`src/rtl/ex_operand_stage.sv`:
```
// Operand-delivery stage ahead of the ALU: MEM/WB forwarding,
// source select and a 2-entry skid buffer on a valid/ready handshake.
module ex_operand_stage #(
  parameter int DATA_W = 32,
  parameter int RA_W   = 5
) (
  input  logic              clk,
  input  logic              rst_n,
  input  logic              flush,
  input  logic              in_valid,
  output logic              in_ready,
  input  logic [3:0]        in_alu_op,
  input  logic [DATA_W-1:0] in_rs1_data,
  input  logic [DATA_W-1:0] in_rs2_data,
  input  logic [RA_W-1:0]   in_rs1_addr,
  input  logic [RA_W-1:0]   in_rs2_addr,
  input  logic [RA_W-1:0]   in_rd_addr,
  input  logic [DATA_W-1:0] in_pc,
  input  logic [DATA_W-1:0] in_imm,
  input  logic              in_src1_sel,
  input  logic              in_src2_sel,
  input  logic              fwd_mem_en,
  input  logic              fwd_wb_en,
  input  logic [RA_W-1:0]   fwd_mem_rd,
  input  logic [RA_W-1:0]   fwd_wb_rd,
  input  logic [DATA_W-1:0] fwd_mem_data,
  input  logic [DATA_W-1:0] fwd_wb_data,
  output logic              out_valid,
  input  logic              out_ready,
  output logic [3:0]        out_alu_op,
  output logic [DATA_W-1:0] out_in1,
  output logic [DATA_W-1:0] out_in2,
  output logic [DATA_W-1:0] out_store_data,
  output logic [RA_W-1:0]   out_rd_addr
);

  typedef struct packed {
    logic [3:0]        op;
    logic [DATA_W-1:0] in1;
    logic [DATA_W-1:0] in2;
    logic [DATA_W-1:0] sd;
    logic [RA_W-1:0]   rd;
  } beat_t;

  beat_t main_q, skid_q, nxt;
  logic  main_valid, skid_valid;
  logic  accept, take;
  logic  rs1_mem, rs1_wb, rs2_mem, rs2_wb;
  logic [DATA_W-1:0] fwd_rs1, fwd_rs2;

  // x0 never forwards; MEM wins over WB
  assign rs1_mem = (|in_rs1_addr) & fwd_mem_en
                 & (fwd_mem_rd == in_rs1_addr);
  assign rs1_wb  = (|in_rs1_addr) & fwd_wb_en
                 & (fwd_wb_rd == in_rs1_addr) & ~rs1_mem;
  assign rs2_mem = (|in_rs2_addr) & fwd_mem_en
                 & (fwd_mem_rd == in_rs2_addr);
  assign rs2_wb  = (|in_rs2_addr) & fwd_wb_en
                 & (fwd_wb_rd == in_rs2_addr) & ~rs2_mem;

  // resolve both sources and build the incoming payload
  always_comb begin
    fwd_rs1 = in_rs1_data;
    fwd_rs2 = in_rs2_data;
    unique case (1'b1)
      rs1_mem: fwd_rs1 = fwd_mem_data;
      rs1_wb:  fwd_rs1 = fwd_wb_data;
      default: fwd_rs1 = in_rs1_data;
    endcase
    unique case (1'b1)
      rs2_mem: fwd_rs2 = fwd_mem_data;
      rs2_wb:  fwd_rs2 = fwd_wb_data;
      default: fwd_rs2 = in_rs2_data;
    endcase
    nxt.op  = in_alu_op;
    nxt.in1 = in_src1_sel ? in_pc  : fwd_rs1;
    nxt.in2 = in_src2_sel ? in_imm : fwd_rs2;
    nxt.sd  = fwd_rs2;
    nxt.rd  = in_rd_addr;
  end

  assign in_ready = ~skid_valid;
  assign accept   = in_valid & in_ready;
  assign take     = main_valid & out_ready;

  // main/skid occupancy and payload capture
  always_ff @(posedge clk or negedge rst_n) begin
    if (!rst_n) begin
      main_valid <= 1'b0;
      skid_valid <= 1'b0;
      main_q     <= '0;
      skid_q     <= '0;
    end else if (flush) begin
      main_valid <= 1'b0;
      skid_valid <= 1'b0;
    end else if (skid_valid) begin
      if (take) begin
        main_q     <= skid_q;
        skid_valid <= 1'b0;
      end
    end else if (!main_valid || take) begin
      main_valid <= accept;
      if (accept) main_q <= nxt;
    end else if (accept) begin
      skid_valid <= 1'b1;
      skid_q     <= nxt;
    end
  end

  assign out_valid      = main_valid;
  assign out_alu_op     = main_q.op;
  assign out_in1        = main_q.in1;
  assign out_in2        = main_q.in2;
  assign out_store_data = main_q.sd;
  assign out_rd_addr    = main_q.rd;

endmodule

```
`config.mk`:
```
export PLATFORM = sky130hd
export DESIGN_NAME = ex_operand_stage
export DESIGN_NICKNAME = d
export VERILOG_FILES = /design/src/rtl/ex_operand_stage.sv
export SDC_FILE = /design/constraint.sdc
export NUM_CORES = 1
export LEC_CHECK = 0
export CAP_MARGIN = 15
export CORE_MARGIN = 4
export CORE_UTILIZATION = 30
export CTS_BUF_LIST = sky130_fd_sc_hd__clkbuf_16
export DETAILED_ROUTE_END_ITERATION = 10
export GPL_ROUTABILITY_DRIVEN = 0
export HOLD_SLACK_MARGIN = 0.02
export MAX_ROUTING_LAYER = met4
export SLEW_MARGIN = 0
export SYNTH_ARGS = -nofsm -noshare
export SYNTH_HDL_FRONTEND = slang
export SYNTH_SLANG_ARGS = --single-unit
```
`constraint.sdc`:
```
create_clock -name clk -period 1.8 [get_ports clk]
set_clock_uncertainty 0.05 [all_clocks]
set_input_delay 0.36 -clock clk [delete_from_list [all_inputs] [get_ports clk]]
set_output_delay 0.36 -clock clk [all_outputs]
set_load 0.05 [all_outputs]
```
==> impl_metrics.py, run 1 <==
metrics = {
    "worst_setup_path": {
        "worstPathRequired_ps": 2200,
        "regToRegStartpoint": "skid_valid$_DFF_PN0_",
        "slowest_stage": "dfrtp_4",
        "worst_r2r_path_depth": 10,
        "crit_fanout": 7,
        "critPathLaunchType": "flop",
        "startpoint": "skid_valid$_DFF_PN0_",
        "cp_data_arrival_time_ps": 2400,
        "path_class": "reg2reg",
        "cpPeakStageDelay_ps": 480,
        "path_common_cell": "buf_6",
        "crit_path_end_kind": "flop",
        "worstReg2RegEnd": "skid_q[68]$_DFFE_PN0P_",
        "reg2reg_slack_ps": -200,
        "cp_cell_sequence": "nand2b_4 -> buf_6 -> buf_4 -> nor3_4 -> buf_6 -> buf_12 -> buf_6 -> buf_6 -> nor2_2 -> a31oi_1",
    },
    "status": {
        "status": "finished, violations left",
        "violations": "negative setup slack",
    },
    "placement": {
        "post-place-ws_ps": -979,
        "dp.cells": 2444,
        "hpwl_um": 43700,
        "portBuffers": 336,
    },
    "clock_network": {
        "htreeDepth": 1,
        "cts_buffers": 26,
        "clk_path_buf_depth": 3,
        "cts_tree": "done",
        "root_buffer": "clkbuf_16",
        "clkSinkCount": 212,
        "clk_latency_ps": 550,
        "cts.clk_slew.worst_paths_ps": 70,
    },
    "detailed_routing": {
        "drc_errors": 0,
        "wl_per_cell_um": 26.7,
        "drt-initial-drc-count": 1215,
        "ant_nets": 0,
        "via_per_inst": 5.97,
        "vias": 15500,
        "drt_first_pass_iters": 6,
        "wl_um": 69600,
    },
    "timing": {
        "whs_ps": 323,
        "fin_ws_ps": -195,
        "setup_violations": 190,
        "fin_tns_setup_ps": -16850,
        "worst_pin_slew_ps": 604,
        "fmax_ghz": 0.501,
        "rsz0062_at_grt": "yes",
        "period_needed_ps": 2000,
        "final_max_slew_viol_count": 0,
        "slew_headroom_pct": 59.7,
        "final.period_utilization_pct": 111,
        "finalHoldViolCount": 0,
    },
    "yosys": {
        "async_reset_ff_share_pct": 100,
        "ys_types": 46,
        "syn_area_mm2": 0.0128,
        "dominantRegCellSynth": "dfrtp_1",
        "synth_edf_count": 0,
        "ys_seq_area_share_pct": 41.6,
        "ys_warn_count": 0,
        "ys_ff_latch": 212,
        "synth_cells": 1509,
        "synthesis.nets": 1739,
        "syn_area_per_cell_um2": 8.45,
    },
    "finish": {
        "layout-drive-gt1-share_pct": 41.8,
        "fin_cells": 2605,
        "num-fill-cells": 3587,
        "area_growth_pct": 84.8,
        "final_cell_mix": "buf_4, dfrtp_1, clkdlybuf4s50_1",
        "final_common_cell": "buf_4",
        "nNetsFinal": 2273,
    },
    "floorplanning": {
        "io_pins": 337,
        "dieArea_mm2": 0.0459,
        "initial_core_util_pct": 30.4,
        "die_h_um": 214,
        "core_mm2": 0.0419,
        "rows": 75,
        "chipWidth_um": 214,
    },
    "hold_path": {
        "holdPathStages": 4,
        "hp-start": "in_src1_sel",
        "worstHoldEndpoint": "skid_q[75]$_DFFE_PN0P_",
        "hold_class": "in2reg",
    },
    "grt": {
        "grt_pass1_vias": 15700,
        "grt-ovfl-total": 0,
        "antenna_found_initial": 7,
        "grt_usage_pct": 28.2,
        "grt_first_pass_wirelength_um": 98100,
        "grt_max_degree": 99,
    },
    "power": {
        "power.density_mw_per_mm2": 868,
        "p_leak_nw": 9.03,
        "ir_drop_mv": 0.611,
    },
    "run": {
        "cap_violations": 0,
    },
}
## critical path: cells and delay by family, from the launching register on
family / cells / cell delay [ps]
buffers and inverters: 6 / 770
AOI/OAI and AO/OA: 1 / 220
and+or+nand+nor: 3 / 350
DFF: 1 / 480
## report_power, final
part / internal (mW) / switching [mW] / leakage, nW
Combinational: 3.35 / 4.83 / 6.14
Sequential: 5.96 / 0.951 / 2.46
Clock: 3.13 / 2.24 / 0.431
## cell usage after synthesis, types with 26 or more instances
cell        n  area, um2
nand2_1   189        709
o31ai_2    30        375
o211ai_1   33        248
clkbuf_1  137        514
nor3_1     26        130
nor2_1    113        424
or3_1      33        206
a41oi_1    32        280
inv_1      35        131
a31oi_1    96        601
o221ai_1   42        368
dfrtp_1   212       5310
a21oi_1    66        330
o21ai_0   151        756
o31a_1     32        280
## logic make-up after synthesis
| family | share of synthesized area, % |
|---|---|
| xor+xnor | 1.55 |
| mux | 0.706 |
| compound gates | 32.9 |
| buf+inv | 6.11 |
| simple gates | 17.2 |
| flops | 41.6 |
## stage by stage
stage	power [mW]	utilization (%)	instance area, um2
3_5_place_dp	13.7	45.0	18900
6_report	20.5	56.2	23600
2_1_floorplan	10.7	-	13700
5_1_grt	21.2	56.2	23600
4_1_cts	19.8	53.0	22200
3_3_place_gp	13.5	45.0	18900
## worst max path at each step
stage	slack, ps	cells after the start	end
floorplan	-350	7	out_in1[1]$_DFFE_PN0P_
global placement	-950	7	out_store_data[25]$_DFFE_PN0P_
detailed placement	-980	7	skid_q[62]$_DFFE_PN0P_
CTS	-140	8	out_in2[3]$_DFFE_PN0P_
global route	-290	9	out_in2[20]$_DFFE_PN0P_
finish	-200	10	skid_q[68]$_DFFE_PN0P_
## timing repair
item                                    CTS  global route
pin swaps                                78            39
cloned                                   30            24
setup buffers                            50            21
endpoints found under the hold margin    43             0
endpoints found under the setup margin  202           209
hold buffers                              1             0
resized for setup                       320           239
## layout make-up
class                   instances  area (um2)  area share [%]
repair buffers                661        7360            31.2
clock buffers                  27         676            2.87
clock inverters                17         161           0.684
well taps                     539         674            2.86
flip-flops and latches        212        5310            22.5
diodes                          7        17.5          0.0743
inverters                      35         139           0.589
multi-input cells            1107        9240            39.2
## state kept, by name (all words and copies together), names as in the netlist
| register | count |
|---|---|
| out_valid | 1 |
| out_rd_addr | 5 |
| out_in1 | 32 |
| out_alu_op | 4 |
| out_store_data | 32 |
| out_in2 | 32 |
| skid_q | 105 |
| skid_valid | 1 |
## per-layer routing
layer	global-route usage, %	part of all wire (%)
met1	35.5	39
met2	45.7	48
met3	4.27	7.6
met4	11.2	5.0
met5	-	0
Note: power is estimated with default switching activity, not from simulation.
==> inputs of run 2 (changes only) <==
--- a/constraint.sdc
+++ b/constraint.sdc
@@ -4,2 +4,2 @@
 set_output_delay 0.36 -clock clk [all_outputs]
-set_load 0.05 [all_outputs]
+set_load 0.1 [all_outputs]
==> impl_metrics.py, run 2 (synthesis gave the netlist of run 1 again) <==
metrics = {
    "detailed_routing": {
        "wl_per_cell_um": 26.0,
        "via_per_inst": 5.95,
        "wl_um": 67000,
        "vias": 15300,
        "drt_first_pass_iters": 5,
        "ant_nets": 0,
        "drc_errors": 0,
        "drt-initial-drc-count": 1370,
    },
    "run": {
        "cap_violations": 0,
    },
    "worst_setup_path": {
        "cp_cell_sequence": "nand2b_4 -> a211o_4 -> clkbuf_16 -> or3_1 -> o21ai_1 -> a41oi_1",
        "path_class": "reg2reg",
        "critPathTopFamily": "compound AO/OA/AOI/OAI gates",
        "regToRegStartpoint": "skid_valid$_DFF_PN0_",
        "critPathLaunchType": "flop",
        "worstReg2RegEnd": "out_in1[16]$_DFFE_PN0P_",
        "worst_r2r_path_depth": 6,
        "slowest_stage": "dfrtp_4",
        "crit_path_end_kind": "flop",
        "reg2reg_slack_ps": -220,
        "crit_fanout": 8,
        "cpPeakStageDelay_ps": 490,
        "cp_data_arrival_time_ps": 2360,
        "cp_num_buf_inv": 1,
        "worstPathRequired_ps": 2150,
    },
    "power": {
        "power.density_mw_per_mm2": 994,
        "power_frac_seq_pct": 30.3,
        "switching_share_pct": 42.9,
        "power.switching_mw": 10.2,
        "p_leak_nw": 9.26,
        "p_total_mw": 23.8,
        "comb_power_share_pct": 47.2,
        "clkPwrFrac_pct": 22.5,
        "internal_power_mw": 13.6,
        "ir_drop_mv": 0.681,
    },
    "clock_network": {
        "clk_path_buf_depth": 3,
        "cts_tree": "done",
        "cts.clk_slew.worst_paths_ps": 60,
        "clkSinkCount": 212,
        "clk_latency_ps": 540,
        "cts_buffers": 26,
        "htreeDepth": 1,
        "root_buffer": "clkbuf_16",
    },
    "finish": {
        "regMostFlops": "skid_q",
        "layout-drive-gt1-share_pct": 38.1,
        "fin_cells": 2575,
        "final_util_pct": 57.0,
        "design_area_mm2": 0.0239,
        "largest_register_ffs": 105,
        "nNetsFinal": 2242,
        "final_cell_mix": "clkdlybuf4s50_1, dfrtp_1, buf_4",
        "area_growth_pct": 87.3,
    },
    "grt": {
        "antenna_found_initial": 4,
        "grt_first_pass_wirelength_um": 93900,
        "grt_usage_pct": 26.8,
        "grt-ovfl-total": 0,
        "grt_max_degree": 72,
        "grt_pass1_vias": 15300,
    },
    "timing": {
        "setup_violations": 201,
        "finalHoldViolCount": 0,
        "fin_tns_setup_ps": -20450,
        "fin_ws_ps": -217,
        "final.period_utilization_pct": 112,
        "rsz0062_at_grt": "yes",
        "fmax_ghz": 0.496,
        "period_needed_ps": 2020,
        "final_max_slew_viol_count": 0,
        "slew_headroom_pct": 63.0,
        "whs_ps": 336,
        "worst_pin_slew_ps": 555,
    },
    "floorplanning": {
        "core_mm2": 0.0419,
        "initial_core_util_pct": 30.4,
        "chipWidth_um": 214,
        "io_pins": 337,
        "rows": 75,
        "die_h_um": 214,
        "dieArea_mm2": 0.0459,
    },
    "placement": {
        "post-place-ws_ps": -928,
        "portBuffers": 336,
        "post_dp_cell_area_mm2": 0.0203,
        "dp.cells": 2448,
        "hpwl_um": 43900,
    },
    "hold_path": {
        "hold_class": "in2async",
    },
    "status": {
        "violations": "negative setup slack",
        "status": "finished, violations left",
    },
}
run 2: cell count changes in the layout (fill, tap and decap cells not counted), sizes merged:
cell           change
dlymetal6s2s       -2
o211a              -2
buf               -24
clkdlybuf4s15      +1
clkinvlp           +1
diode              -3
clkdlybuf4s50      +1
clkbuf             -8
inv                +3
dlygate4sd2        +3
run 2: worst max path at each step:
stage,start,cells after the start,slack (ps),to
after CTS,skid_valid$_DFF_PN0_,4,-140,in_ready
after detailed placement,in_rs2_addr[4],9,-930,skid_q[57]$_DFFE_PN0P_
after global routing,skid_valid$_DFF_PN0_,6,-230,out_in1[16]$_DFFE_PN0P_
final,skid_valid$_DFF_PN0_,6,-220,out_in1[16]$_DFFE_PN0P_
after global placement,in_rs2_addr[4],9,-900,skid_q[52]$_DFFE_PN0P_
after floorplan,in_rs1_addr[1],7,-350,out_in1[1]$_DFFE_PN0P_
run 2: area by class of cell:
class,count,area [um2]
fillers,3465,18100
clock inverters,21,174
multi-input cells,1105,8860
diodes,4,10.0
inverters,35,139
repair buffers,632,8040
well taps,539,674
flip-flops and latches,212,5310
clock buffers,27,676
run 2: power by group through the flow:
stage	registers, mW	clock network [mW]	logic [mW]
global placement	7.05	0	10.2
global route	7.33	5.60	11.6
detailed placement	7.10	0	10.3
CTS	7.05	5.39	10.8
floorplan	10.4	0	2.27
finish	7.20	5.35	11.2
run 2: metal layers:
metal	wire length, um	share of wire [%]	track usage (%)	vias to the layer above
li1	-	-	-	6753
met1	26100	39	32.6	7570
met2	31700	47	43.4	806
met3	5450	8.1	4.96	202
met4	3700	5.5	12.8	0
met5	0	0	-	-
run 2: what timing repair did:
action | CTS | global route
setup buffers | 26 | 14
gates cloned | 15 | 21
pin swaps | 50 | 31
setup endpoints to repair | 202 | 178
hold endpoints to repair | 46 | 0
hold buffers | 1 | 0
resized for setup | 262 | 174
run 2: worst reg2reg max path: stages, from the launching register on:
cell       delay (ps)
dfrtp_4           490
nand2b_4          160
a211o_4           450
clkbuf_16         220
or3_1             320
o21ai_1           100
a41oi_1            70
==> patch 1, RTL diff (config.mk and constraints of run 1) <==
Reset style: synchronous (`rst_n`), changed in one clocked block.
--- a/src/rtl/ex_operand_stage.sv
+++ b/src/rtl/ex_operand_stage.sv
@@ -85,5 +85,5 @@
 
   // main/skid occupancy and payload capture
-  always_ff @(posedge clk or negedge rst_n) begin
+  always_ff @(posedge clk) begin
     if (!rst_n) begin
       main_valid <= 1'b0;
Behaviour: differs if rst_n is asserted again (counterexample within 4 cycles, from zero or initial values and one cycle with rst_n low); with rst_n held inactive, the same outputs for 4 cycles.
==> patch 1 against run 1 <==
The run still ends with setup timing left. Sequential share of layout area shrank 1.0 points. Routed wire length shrank 19%. Design area shrank 16%. Sequential cell count is the same. Worst setup slack lost 0.069 ns. Area after synthesis shrank 13%.
Power is not compared: it rests on default switching activity, and its combinational part moved more than twofold at a synthesized area within 25%.
==> patch 1: results (changes against run 1) <==
stage;metric;value;unit;change
outcome;status;complete, but fails checks;;unchanged
outcome;violations;setup timing;;unchanged
finish;drive_gt1_frac;0.357;;was 0.418
placement;hpwl;34.6;mm;was 43.7 mm
setup_path;worst_ep_arrival_time;2.44;ns;was 2.40 ns
global_routing;grt_pass1_wl;78.6;mm;was 98.1 mm
yosys;synth.top_cells.by_count;dfxtp_1, nand2_1, a21oi_1, clkbuf_1, nor2_1;;was dfrtp_1, nand2_1, o21ai_0, clkbuf_1, nor2_1
setup_path;critical-path-top-delay-family;simple AND/OR/NAND/NOR gates;;was buffers and inverters
timing;tightest_slew;0.639;ns;was 0.604 ns
cts;htreeDepth;1;;unchanged
placement;dp_cells;2164;;was 2444
setup_path;slowest_delay;0.62;ns;was 0.48 ns
finish;fillers;3189;;was 3587
timing;setup_viol;201;;was 190
yosys;async_reset_ff_frac;0;;was 1.00
global_routing;grt_max_degree;73;;was 99
detailed_routing;routed_wl;56.6;mm;was 69.6 mm
yosys;ys_seq_area_frac;0.383;;was 0.416
yosys;synth_warnings;0;;unchanged
cts;cts_made_buffers;27;;was 26
yosys;ys_types;48;;was 46
yosys;yosys-top-cells-area;dfxtp_1, a21oi_1, nand2_1, o211ai_1, a221oi_2;;was dfrtp_1, o21ai_0, nand2_1, a31oi_1, clkbuf_1
global_routing;antenna_found_initial;5;;was 7
timing;hold_violations;0;;unchanged
detailed_routing;via_per_inst;5.66;;was 5.97
global_routing;grt_use_total;0.256;;was 0.282
yosys;ys.flop_type;dfxtp_1;;was dfrtp_1
timing;tns;-34.05;ns;was -16.85 ns
detailed_routing;first_pass_iters;5;;was 6
cts;cts_buffer_depth;3;;unchanged
setup_path;critical_path.slowest_cell;or4_4;;was dfrtp_4
yosys;synthCells;1329;;was 1509
detailed_routing;drt_iter0_drc;1062;;was 1215
hold_path;holdCritPathClass;in -> reg;;unchanged
pwr;peakVddDrop;0.000680;V;
yosys;synth_nets;1559;;was 1739
finish;regMostFlops;skid_q;;unchanged
timing;setup_ws;-0.264;ns;was -0.195 ns
global_routing;grt_pass1_vias;12900;;was 15700
finish;finalNonFillerCells;2336;;was 2605
finish;finalNetCount;2074;;was 2273
## patch 1: final cells by class
type | count | area (sq um) | share of cell area
diodes | 5 | 12.5 | 0.000632
multi-input cells | 949 | 7130 | 0.360
inverters | 33 | 128 | 0.00645
well taps | 468 | 586 | 0.0296
flip-flops and latches | 212 | 4250 | 0.215
clock inverters | 21 | 163 | 0.00822
repair buffers | 621 | 6850 | 0.346
clock buffers | 27 | 676 | 0.0341
## patch 1: cells by family after synthesis
logic type	synth area share
AOI/OAI and AO/OA	0.321
buffers and inverters	0.0689
muxes	0.0370
xor gates and xnor gates	0.0158
and+or+nand+nor	0.174
DFF	0.383
## patch 1: metal layers
layer	global-route usage	part of all wire
met4	0.0802	0.036
met2	0.432	0.48
met5	-	0
met3	0.0539	0.078
met1	0.307	0.41
## patch 1: power by group
| group | internal (W) | switching [W] | total (W) | leakage, nW |
|---|---|---|---|---|
| clock network | 0.00301 | 0.00225 | 0.00526 | 0.425 |
| logic | 0.00168 | 0.00194 | 0.00361 | 5.67 |
| registers | 0.00489 | 0.000134 | 0.00503 | 1.73 |
## patch 1: timing repair
action                                 CTS  global route
buffers inserted                        38            38
pin swaps                               50            55
hold buffers                             0             0
cloned                                  29            22
resized for setup                      223           159
endpoints found under the hold margin    0             0
setup endpoints to repair              211           201
## patch 1: per-stage QoR
step	utilization	cell area, sq um	worst slack, ns
final	0.542	19800	-0.264
after global routing	0.542	19800	-0.352
after CTS	0.506	18500	-0.220
after detailed placement	0.439	16000	-1.17
after global placement	0.439	16000	-1.09
after floorplan	-	11500	-0.136
## patch 1: path summary, 6_finish.rpt
path | start | end | slack [ns] | cells after the start
hold / removal | rst_n | skid_q[68] | 0.29 | 4
hold reg to reg | skid_q[20] | skid_q[20] | 0.40 | 2
setup reg to reg | out_valid | skid_q[90] | -0.26 | 6
setup / recovery | out_valid | skid_q[90] | -0.26 | 6
## patch 1: worst register-to-register path: stages (launching register included)
cell      delay (ns)
dfxtp_4         0.34
nand2_2         0.05
or4_4           0.62
buf_12          0.18
or3_4           0.43
o211ai_1        0.20
a21oi_1         0.07
==> patch 2, RTL diff (flow settings as in run 1) <==
Made on the original files. Set the parameter `RA_W` to 4 (it was 5).
--- a/src/rtl/ex_operand_stage.sv
+++ b/src/rtl/ex_operand_stage.sv
@@ -3,5 +3,5 @@
 module ex_operand_stage #(
   parameter int DATA_W = 32,
-  parameter int RA_W   = 5
+  parameter int RA_W   = 4
 ) (
   input  logic              clk,
Ports: changed (6 resized); port bits go from 337 to 331. No check against the original RTL was run, so the function may have changed too.
==> patch 2 against run 1 <==
The run still ends with setup timing left. Area after synthesis is 8.0% lower. Design area is 12% lower. Total power is 3.6% lower. Sequential cell count is 2 lower. Sequential share of layout area is 2.9 points higher. Fmax is 4.1% higher. Non-clock buffer count is 70 lower. Worst setup slack better by 0.079 ns. First-iteration DRC count is 15% lower. Routed wire length is 16% lower. Highest routed layer unchanged. Die area is 7.7% lower.
==> patch 2: results (changes against run 1) <==
stage;metric;value;unit;change
outcome;status;complete, but fails checks;;unchanged
outcome;violations;setup timing;;unchanged
setup_path;r2r_cells;9;;was 10
placement;place_area;0.0168;sq mm;was 0.0189 sq mm
finish;finalNetCount;2045;;was 2273
yosys;synth_nets;1566;;was 1739
finish;seq_area;0.00526;sq mm;was 0.00531 sq mm
global_routing;grt_pass1_vias;12700;;was 15700
finish;regMostFlops;skid_q;;unchanged
timing;setup_ws;-0.116;ns;was -0.195 ns
cts;cts_made_buffers;25;;was 26
yosys;synth.top_cells.by_count;dfrtp_1, a31oi_1, nand2_1, nor2_1, clkbuf_1;;was dfrtp_1, nand2_1, o21ai_0, clkbuf_1, nor2_1
cts;root_buffer;clkbuf_16;;unchanged
finish;largest_register_ffs;104;;was 105
detailed_routing;routed_wl;58.7;mm;was 69.6 mm
detailed_routing;drt_iter0_drc;1028;;was 1215
finish;finalNonFillerCells;2362;;was 2605
yosys;synthXorXnorAreaFrac;0.0104;;was 0.0155
timing;setup_viol;170;;was 190
placement;port_buffers;330;;was 336
setup_path;worst_ep_arrival_time;2.31;ns;was 2.40 ns
global_routing;antenna_found_initial;8;;was 7
yosys;synth_compound_area_frac;0.290;;was 0.329
detailed_routing;num_vias;13400;;was 15500
yosys;yosys-top-cells-area;dfrtp_1, a31oi_1, nand2_1, nand3b_1, o31ai_1;;was dfrtp_1, o21ai_0, nand2_1, a31oi_1, clkbuf_1
yosys;avgSynthCellArea;8.75;sq um;was 8.45 sq um
global_routing;grt_max_degree;85;;was 99
hold_path;holdCritPathClass;in -> async;;was in -> reg
placement;place_ws;-1.10;ns;was -0.979 ns
timing;tightest_slew;0.622;ns;was 0.604 ns
global_routing;grt_pass1_wl;79.8;mm;was 98.1 mm
setup_path;worstSetupEndpoint;skid_q[69];;was skid_q[68]
setup_path;path_max_fanout;8;;was 7
yosys;ys_types;37;;was 46
==> patch 2: cell types whose count changed after synthesis, moves of 44 or more <==
cell             run 1  this run
o21ai_0            151        86
and3_1              18        64
a21oi_1             66        10
o31ai_1             20        64
a31oi_1             96       160
nand3b_1             0        64
==> patch 2: what timing repair did <==
action,CTS,global route
pin swaps,14,34
cloned,20,29
buffers inserted,36,9
hold buffers,1,0
gates resized for setup,178,284
setup endpoints to repair,198,193
endpoints found under the hold margin,45,0
==> patch 2: power by group <==
part	switching, W	internal, W
Clock	0.00216	0.00307
Combinational	0.00443	0.00322
Sequential	0.000915	0.00593
==> patch 2: layer usage <==
metal / up-vias / part of all wire / GRT usage
met5: - / 0 / -
met2: 601 / 0.45 / 0.374
met1: 6683 / 0.44 / 0.363
met4: 0 / 0.033 / 0.0713
met3: 101 / 0.072 / 0.0358
li1: 6019 / - / -
==> patch 2: worst reg2reg max path, delay by kind of cell, from the launching register on <==
| family | cells | cell delay, ns |
|---|---|---|
| AOI/OAI and AO/OA | 1 | 0.16 |
| buffers and inverters | 5 | 0.77 |
| DFF | 1 | 0.49 |
| and+or+nand+nor | 3 | 0.37 |
==> patch 2: worst min path at each step <==
| stage | end | slack, ns | from |
|---|---|---|---|
| floorplan | out_alu_op[0] | 0.01 | rst_n |
| global placement | skid_q[60] | 0.28 | rst_n |
| detailed placement | out_in2[24] | 0.29 | rst_n |
| CTS | skid_q[86] | 0.30 | in_src1_sel |
| global route | out_in2[24] | 0.32 | rst_n |
| finish | out_in2[24] | 0.28 | rst_n |
==> patch 2: layout make-up <==
class	count	share of cell area
diodes	7	0.000848
clock buffers	25	0.0303
clock inverters	19	0.00884
inverters	35	0.00697
multi-input cells	957	0.353
flip-flops and latches	210	0.255
well taps	518	0.0314
repair buffers	591	0.314
